`src/rtl/riscv_trace_pkg.sv`:
```
// Shared trace types: event kinds, the default-width trace entry and a packing helper.
package riscv_trace_pkg;

  localparam int KIND_W    = 2;
  localparam int REG_W     = 5;
  localparam int TR_DATA_W = 32;
  localparam int TR_ADDR_W = 9;
  localparam int TR_TS_W   = 16;

  typedef enum logic [KIND_W-1:0] {
    REG   = 2'd0,
    LOAD  = 2'd1,
    STORE = 2'd2
  } trace_kind_e;

  typedef struct packed {
    trace_kind_e            kind;
    logic [REG_W-1:0]       rnum;
    logic [TR_ADDR_W-1:0]   addr;
    logic [TR_DATA_W-1:0]   data;
    logic [TR_TS_W-1:0]     ts;
  } trace_entry_t;

  function automatic trace_entry_t mk_entry(input trace_kind_e k, input logic [REG_W-1:0] r,
                                            input logic [TR_ADDR_W-1:0] a,
                                            input logic [TR_DATA_W-1:0] d,
                                            input logic [TR_TS_W-1:0] t);
    trace_entry_t e;
    e.kind = k;
    e.rnum = r;
    e.addr = a;
    e.data = d;
    e.ts   = t;
    return e;
  endfunction

endpackage

```
`src/rtl/trace_fifo.sv`:
```
// Generic DEPTH-entry register FIFO with flush; head is read straight from registered storage.
// Caller only asserts i_push when space exists (or a pop frees the slot) and i_pop when non-empty.
module trace_fifo #(
  parameter int  DEPTH   = 16,
  parameter type entry_t = logic [7:0]
) (
  input  logic                   clk,
  input  logic                   rst_n,
  input  logic                   i_flush,
  input  logic                   i_push,
  input  entry_t                 i_dat,
  input  logic                   i_pop,
  output entry_t                 o_head,
  output logic [$clog2(DEPTH):0] o_level,
  output logic                   o_full
);
  localparam int PTR_W = $clog2(DEPTH);
  localparam logic [PTR_W:0] FULL_LVL = (PTR_W+1)'(DEPTH);

  entry_t             r_mem [DEPTH];
  logic [PTR_W-1:0]   r_wptr;
  logic [PTR_W-1:0]   r_rptr;
  logic [PTR_W:0]     r_level;

  always_ff @(posedge clk or negedge rst_n) begin
    if (!rst_n) begin
      r_wptr  <= '0;
      r_rptr  <= '0;
      r_level <= '0;
      for (int i = 0; i < DEPTH; i++) r_mem[i] <= '0;
    end else if (i_flush) begin
      r_wptr  <= '0;
      r_rptr  <= '0;
      r_level <= '0;
    end else begin
      // On full-and-pop the write lands in the slot the head is vacating.
      if (i_push) begin
        r_mem[r_wptr] <= i_dat;
        r_wptr        <= r_wptr + 1'b1;
      end
      if (i_pop) r_rptr <= r_rptr + 1'b1;
      if (i_push && !i_pop)      r_level <= r_level + 1'b1;
      else if (!i_push && i_pop) r_level <= r_level - 1'b1;
    end
  end

  assign o_head  = r_mem[r_rptr];
  assign o_level = r_level;
  assign o_full  = (r_level == FULL_LVL);

endmodule

```
`src/rtl/riscv_trace_buffer.sv`:
```
// Commit-trace capture: classifies core events, timestamps them and queues them; never stalls the core.
// Build option RISCV_TRACE_MEM_EN adds LOAD/STORE capture; without it only register writes are logged.
module riscv_trace_buffer
  import riscv_trace_pkg::*;
#(
  parameter int DATA_W = 32,
  parameter int ADDR_W = 9,
  parameter int DEPTH  = 16,
  parameter int TS_W   = 16
) (
  input  logic                   clk,
  input  logic                   reset,
  input  logic                   reg_write_sig,
  input  logic [REG_W-1:0]       reg_num,
  input  logic [DATA_W-1:0]      reg_data,
  input  logic                   wr,
  input  logic                   rd,
  input  logic [ADDR_W-1:0]      addr,
  input  logic [DATA_W-1:0]      wr_data,
  input  logic [DATA_W-1:0]      rd_data,
  input  logic                   flush,
  output logic                   tr_valid,
  input  logic                   tr_ready,
  output logic [KIND_W-1:0]      tr_kind,
  output logic [REG_W-1:0]       tr_reg,
  output logic [ADDR_W-1:0]      tr_addr,
  output logic [DATA_W-1:0]      tr_data,
  output logic [TS_W-1:0]        tr_ts,
  output logic [$clog2(DEPTH):0] level,
  output logic [15:0]            drop_cnt,
  output logic                   overflow
);

`ifdef RISCV_TRACE_MEM_EN
  typedef struct packed {
    trace_kind_e         kind;
    logic [REG_W-1:0]    rnum;
    logic [ADDR_W-1:0]   addr;
    logic [DATA_W-1:0]   data;
    logic [TS_W-1:0]     ts;
  } entry_t;
`else
  typedef struct packed {
    trace_kind_e         kind;
    logic [REG_W-1:0]    rnum;
    logic [DATA_W-1:0]   data;
    logic [TS_W-1:0]     ts;
  } entry_t;
`endif

  logic [TS_W-1:0] r_ts;
  logic [15:0]     r_drop_cnt;
  logic            r_overflow;
  logic            w_evt;
  logic            w_push;
  logic            w_pop;
  logic            w_full;
  entry_t          w_entry;
  entry_t          w_head;

  // Store beats load beats plain register write; x0 writes are not architecturally visible.
  always_comb begin
    w_evt   = 1'b0;
    w_entry = '0;
    w_entry.ts = r_ts;
`ifdef RISCV_TRACE_MEM_EN
    if (wr) begin
      w_evt        = 1'b1;
      w_entry.kind = STORE;
      w_entry.addr = addr;
      w_entry.data = wr_data;
    end else if (rd) begin
      w_evt        = 1'b1;
      w_entry.kind = LOAD;
      w_entry.rnum = reg_write_sig ? reg_num : '0;
      w_entry.addr = addr;
      w_entry.data = rd_data;
    end else
`endif
    if (reg_write_sig && (reg_num != '0)) begin
      w_evt        = 1'b1;
      w_entry.kind = REG;
      w_entry.rnum = reg_num;
      w_entry.data = reg_data;
    end
  end

  assign tr_valid = (level != '0);
  assign w_pop    = tr_valid && tr_ready;
  assign w_push   = w_evt && (!w_full || w_pop);

  trace_fifo #(
    .DEPTH   (DEPTH),
    .entry_t (entry_t)
  ) u_fifo (
    .clk     (clk),
    .rst_n   (reset),
    .i_flush (flush),
    .i_push  (w_push),
    .i_dat   (w_entry),
    .i_pop   (w_pop),
    .o_head  (w_head),
    .o_level (level),
    .o_full  (w_full)
  );

  always_ff @(posedge clk or negedge reset) begin
    if (!reset) begin
      r_ts       <= '0;
      r_drop_cnt <= '0;
      r_overflow <= 1'b0;
    end else begin
      r_ts <= r_ts + 1'b1;
      if (flush) begin
        r_drop_cnt <= '0;
        r_overflow <= 1'b0;
      end else if (w_evt && !w_push) begin
        r_overflow <= 1'b1;
        if (r_drop_cnt != 16'hFFFF) r_drop_cnt <= r_drop_cnt + 1'b1;
      end
    end
  end

  assign tr_kind  = w_head.kind;
  assign tr_reg   = w_head.rnum;
  assign tr_data  = w_head.data;
  assign tr_ts    = w_head.ts;
  assign drop_cnt = r_drop_cnt;
  assign overflow = r_overflow;

`ifdef RISCV_TRACE_MEM_EN
  assign tr_addr = w_head.addr;
`else
  logic w_unused_mem;
  assign w_unused_mem = ^{wr, rd, addr, wr_data, rd_data};
  assign tr_addr      = '0;
`endif

endmodule

```
`config.mk`:
```
export PLATFORM = sky130hd
export DESIGN_NAME = riscv_trace_buffer
export DESIGN_NICKNAME = d
export VERILOG_FILES = /design/src/rtl/riscv_trace_pkg.sv /design/src/rtl/trace_fifo.sv /design/src/rtl/riscv_trace_buffer.sv
export SDC_FILE = /design/constraint.sdc
export NUM_CORES = 1
export LEC_CHECK = 0
export BUFFER_PORTS_ARGS = -buffer_cell sky130_fd_sc_hd__buf_4
export CAP_MARGIN = 20
export CORE_MARGIN = 10
export CORE_UTILIZATION = 35
export DETAILED_ROUTE_END_ITERATION = 10
export SETUP_SLACK_MARGIN = 0.2
export SLEW_MARGIN = 5
export SYNTH_ARGS = -nofsm -noshare
export SYNTH_HDL_FRONTEND = slang
export SYNTH_SLANG_ARGS = --single-unit
```
`constraint.sdc`:
```
create_clock -name clk -period 3.2 [get_ports clk]
set_input_delay 0.16 -clock clk [delete_from_list [all_inputs] [get_ports clk]]
set_output_delay 0.16 -clock clk [all_outputs]
set_load 0.02 [all_outputs]
```
==> impl.org <==
** STA
- Transition time at the pin with the least slew margin :: 770 ps
- The worst path in the final design needs a cycle of 3070 ps, including I/O delays and setup.
- Setup violations remaining at the end of the flow were counted as 0.
- In the final timing run, aggregate negative setup slack is 0 ps.
- RSZ-0062 raised after global routing :: true
- The hold violation total from the final report was 0.
- The count of final max-slew check failures came to 0.
- The worst pin sits at a relative slew slack of 48.7%.
- Final Cycle Share :: 95.8%
- Worst-case clock skew :: 34.2 ps
- F_max :: 326 MHz

** Setup path
- Sequence of cells on the critical path :: buf_12, buf_16, buf_6, mux4_2, mux4_2, buf_6
- Data arrives at the worst endpoint at 2910 ps.
- STA classifies the critical path endpoint as an output port.
- At the worst endpoint, the required time is 3040 ps.
- In this design, the stage delay of the slowest critical-path cell is 590 ps.
- The critical path in this run is classified as reg2out.
- Of all nets on the critical path, the largest fanout is 8.
- In this run the register-to-register setup slack is 420 ps.
- Startpoint Class :: flip-flop
- Max stage delay cell, worst path :: mux4_2

** Layout
- Diode count :: 0
- At the end of the flow, the number of nets in the layout was 3359.
- Filler cell count :: 10500
- Core occupancy in the finished layout :: 41.5%
- Ratio of cells with drive above 1 in the final layout :: 28.3%
- From synthesis to final layout, the design area changed by 17.3%.

** Logic synthesis
- Post-synthesis cell type count :: 48
- The Yosys step of the flow raised 0 warnings.
- Number of enable-type register cells in the synthesized netlist :: 0
- Share of the synthesized netlist area taken by xor and xnor gates :: 0.534%
- The synthesized netlist devotes 8.26% of its cell area to compound gates.
- Fraction of the mapped netlist area in adder cells :: 0.401%
- Of all cell types, the one taking the most synthesized area is dfrtp_1.
- Area of the mapped netlist :: 0.0394 sq mm
- Fraction of synthesized cell area taken by the top area cell type :: 56.8%
- Simple-gate area share of the yosys netlist :: 8.05%
- Share of cell area taken by muxes after synthesis :: 22.3%
- By area the synthesized netlist is led by dfrtp_1 57%, mux4_2 15%, o21ai_0 7.8%, mux2_2 6.9%, nand2_1 6.3%.
- After synthesis, the share of flip-flops with an asynchronous set or reset is 100%.
- Counting flops and latches in the post-synthesis netlist gives 894.
- Proportion of synthesized chip area in sequential cells :: 56.8%
- Synthesized instance count :: 3176
- Main flop type after synthesis :: dfrtp_1
- Synthesized area per cell :: 12.4 sq um
- Largest family of logic cells by synthesized area :: multiplexers

** GRT
- Sum of overflow across all layers after global routing :: 0
- Total GRT Usage :: 16.1%
- The via count of the first global-routing pass was 26000.
- Entering global routing, the biggest net connects 110 pins.
- The first global-routing pass estimated 160 mm of wire.
- The number of antenna violations at the first check in global routing was 0.

** Worst hold path
- Classification of the worst-slack hold path :: in2async

** Die
- Number of placement rows :: 122
- The core region is 0.111 sq mm.
- Top-Level Pins :: 204
- DIE AREA :: 0.126 sq mm
- Once the floorplan was initialized, standard cells occupied 35.4% of the core.
- Y dimension of the die :: 355 microns
- The die is 355 microns wide.

** Power and ir drop
- IR Drop Worst-Case VDD :: 0.437 mV
- Power spread over the standard cell area amounts to 659 mW/mm^2.
- Static leakage power :: 20.4 nW
- Overall power consumption after layout is estimated at 30.4 mW.

** Placement
- Once detailed placement completed, the half-perimeter wirelength came to 60.8 mm.
- # port buffers :: 117
- Placer congestion estimate :: 0.744

** Drt
- Initial DRC Count :: 1653
- Count of vias placed by the detailed router :: 24800
- Wires add up to 102 mm.
- Number of detailed-route iterations in the first pass :: 4
- Using the TritonRoute via totals, the vias-per-cell ratio works out to 5.17.
- Residual DRC count :: 0
- Remaining antenna violation count :: 0
- In the final routed layout, each cell accounts on average for 21.3 microns.

** Clock network
- Latest clock arrival within the worst-skew pair :: 690 ps
- Clock buffers created by TritonCTS :: 95
- CTS max path bufs :: 3
- Number of sinks handled by clock tree synthesis :: 894
- CTS H-tree depth :: 3
- After clock tree synthesis, the clock-pin slew on the worst setup and hold paths is 70 ps.
- CTS placed an instance of clkbuf_16 at the clock tree root.
- TritonCTS built the clock tree.

** Run status
- Outcome :: complete, no violations

** Job
- MaxCap Viol Count :: 0
==> cells by family after synthesis <==
group,count (synthesis)
DFF,894
and+or+nand+nor,771
AOI/OAI and AO/OA,642
muxes,515
buffers and inverters,317
xor gates and xnor gates,24
adders and majority gates,12
other,1
==> sequential cells by signal, indices dropped and copies added, names as in the netlist <==
signal,count
r_ts,16
u_fifo.o_level,5
drop_cnt,16
u_fifo.r_rptr,4
u_fifo.r_wptr,4
overflow,1
u_fifo.r_mem,848
==> per-layer routing <==
metal | vias to the layer above | GRT usage (%) | wire length [microns]
met5 | - | 0 | 0
met4 | 0 | 3.89 | 2050
li1 | 11300 | - | -
met3 | 124 | 2.91 | 4240
met1 | 12900 | 22.0 | 46200
met2 | 419 | 26.3 | 49400
==> path summary, 6_finish.rpt <==
check                                    endpoint               from  cells after the start
worst max-delay path                     tr_ts[7]   u_fifo.r_rptr[0]                      6
worst min-delay path            u_fifo.r_mem[847]              reset                      2
worst max register to register  u_fifo.o_level[4]  u_fifo.o_level[3]                      9
worst min register to register  u_fifo.r_mem[692]  u_fifo.r_mem[692]                      2
max in group asynchronous       u_fifo.r_mem[252]              reset                      3
min in group clk                u_fifo.r_mem[735]        reg_data[4]                      3
==> synth_stat cells, drive strengths merged, types with 2 or more instances <==
| master | n |
|---|---|
| dfrtp | 894 |
| nand2 | 662 |
| o21ai | 613 |
| mux4 | 265 |
| mux2 | 242 |
| clkbuf | 183 |
| buf | 124 |
| nand3 | 26 |
| nor2 | 22 |
| a21oi | 16 |
| xnor2 | 16 |
| or4 | 13 |
| ha | 11 |
| inv | 10 |
| nand4 | 9 |
| nor3b | 9 |
| mux2i | 8 |
| xor2 | 8 |
| and3 | 6 |
| nor4 | 6 |
| or3 | 6 |
| a31o | 3 |
| o31ai | 3 |
| a21o | 2 |
| and2 | 2 |
| and4 | 2 |
| nand2b | 2 |
| nor2b | 2 |
| o21a | 2 |
==> layout by cell type, fill, tap and decap left out, types with 3 or more instances in the layout <==
master and count:
buf_4 145, inv_1 10, nor2_1 22, or4_1 4, mux2_2 240, a31o_2 3
a21oi_1 15, dlygate4sd3_1 5, xnor2_1 16, conb_1 11, nand4_1 9, buf_16 12
nor3b_1 8, o21ai_0 613, inv_16 5, clkbuf_8 24, clkinv_2 17, o31ai_1 3
nor4_1 5, and3_1 6, dfrtp_1 890, or3_1 6, clkbuf_1 26, buf_6 35
buf_12 48, nand3_1 17, clkbuf_16 102, buf_8 3, xor2_1 8, nand2_1 662
or4_4 9, ha_1 11, dfrtp_4 4, nand3_4 9, mux2i_1 6, mux4_2 265
==> worst max-delay path, delay by kind of cell, from the launching register on <==
family	cells	cell delay, ps
flip-flops	1	460
buffers and inverters	4	630
multiplexers	2	1100
==> metrics by stage <==
stage                     area, sq um  instances  worst slack [ps]  hold slack [ps]
after floorplan                 39400       3186               287             -136
after global placement          42300       4591               218              211
after detailed placement        42300       4591               308              208
after CTS                       45800       4781               106             45.7
after global routing            46200       4794              85.3              105
final                           46200       4794               135             81.6
==> power breakdown <==
group / total [mW] / internal [mW] / switching [mW]
Sequential: 12.4 / 12.0 / 0.416
Combinational: 6.96 / 3.47 / 3.48
Clock: 11.0 / 6.30 / 4.72
==> final cells by class <==
class	count	area, sq um	share of cell area (%)
clock buffer	146	2830	6.13
clock inverter	27	292	0.631
timing repair buffer	254	3020	6.54
tap	1488	1860	4.03
multi-input combinational	1975	15700	34.1
sequential	894	22400	48.5
inverter	10	37.5	0.0813
==> what timing repair did <==
| action | CTS | global route |
|---|---|---|
| resized for setup | 22 | 38 |
| endpoints found under the setup margin | 53 | 52 |
| hold endpoints to repair | 122 | 0 |
| setup buffers | 7 | 6 |
| cloned | 5 | 7 |
| pin swaps | 0 | 0 |
| hold buffers | 5 | 0 |
Power figures use the tool's default switching activity.
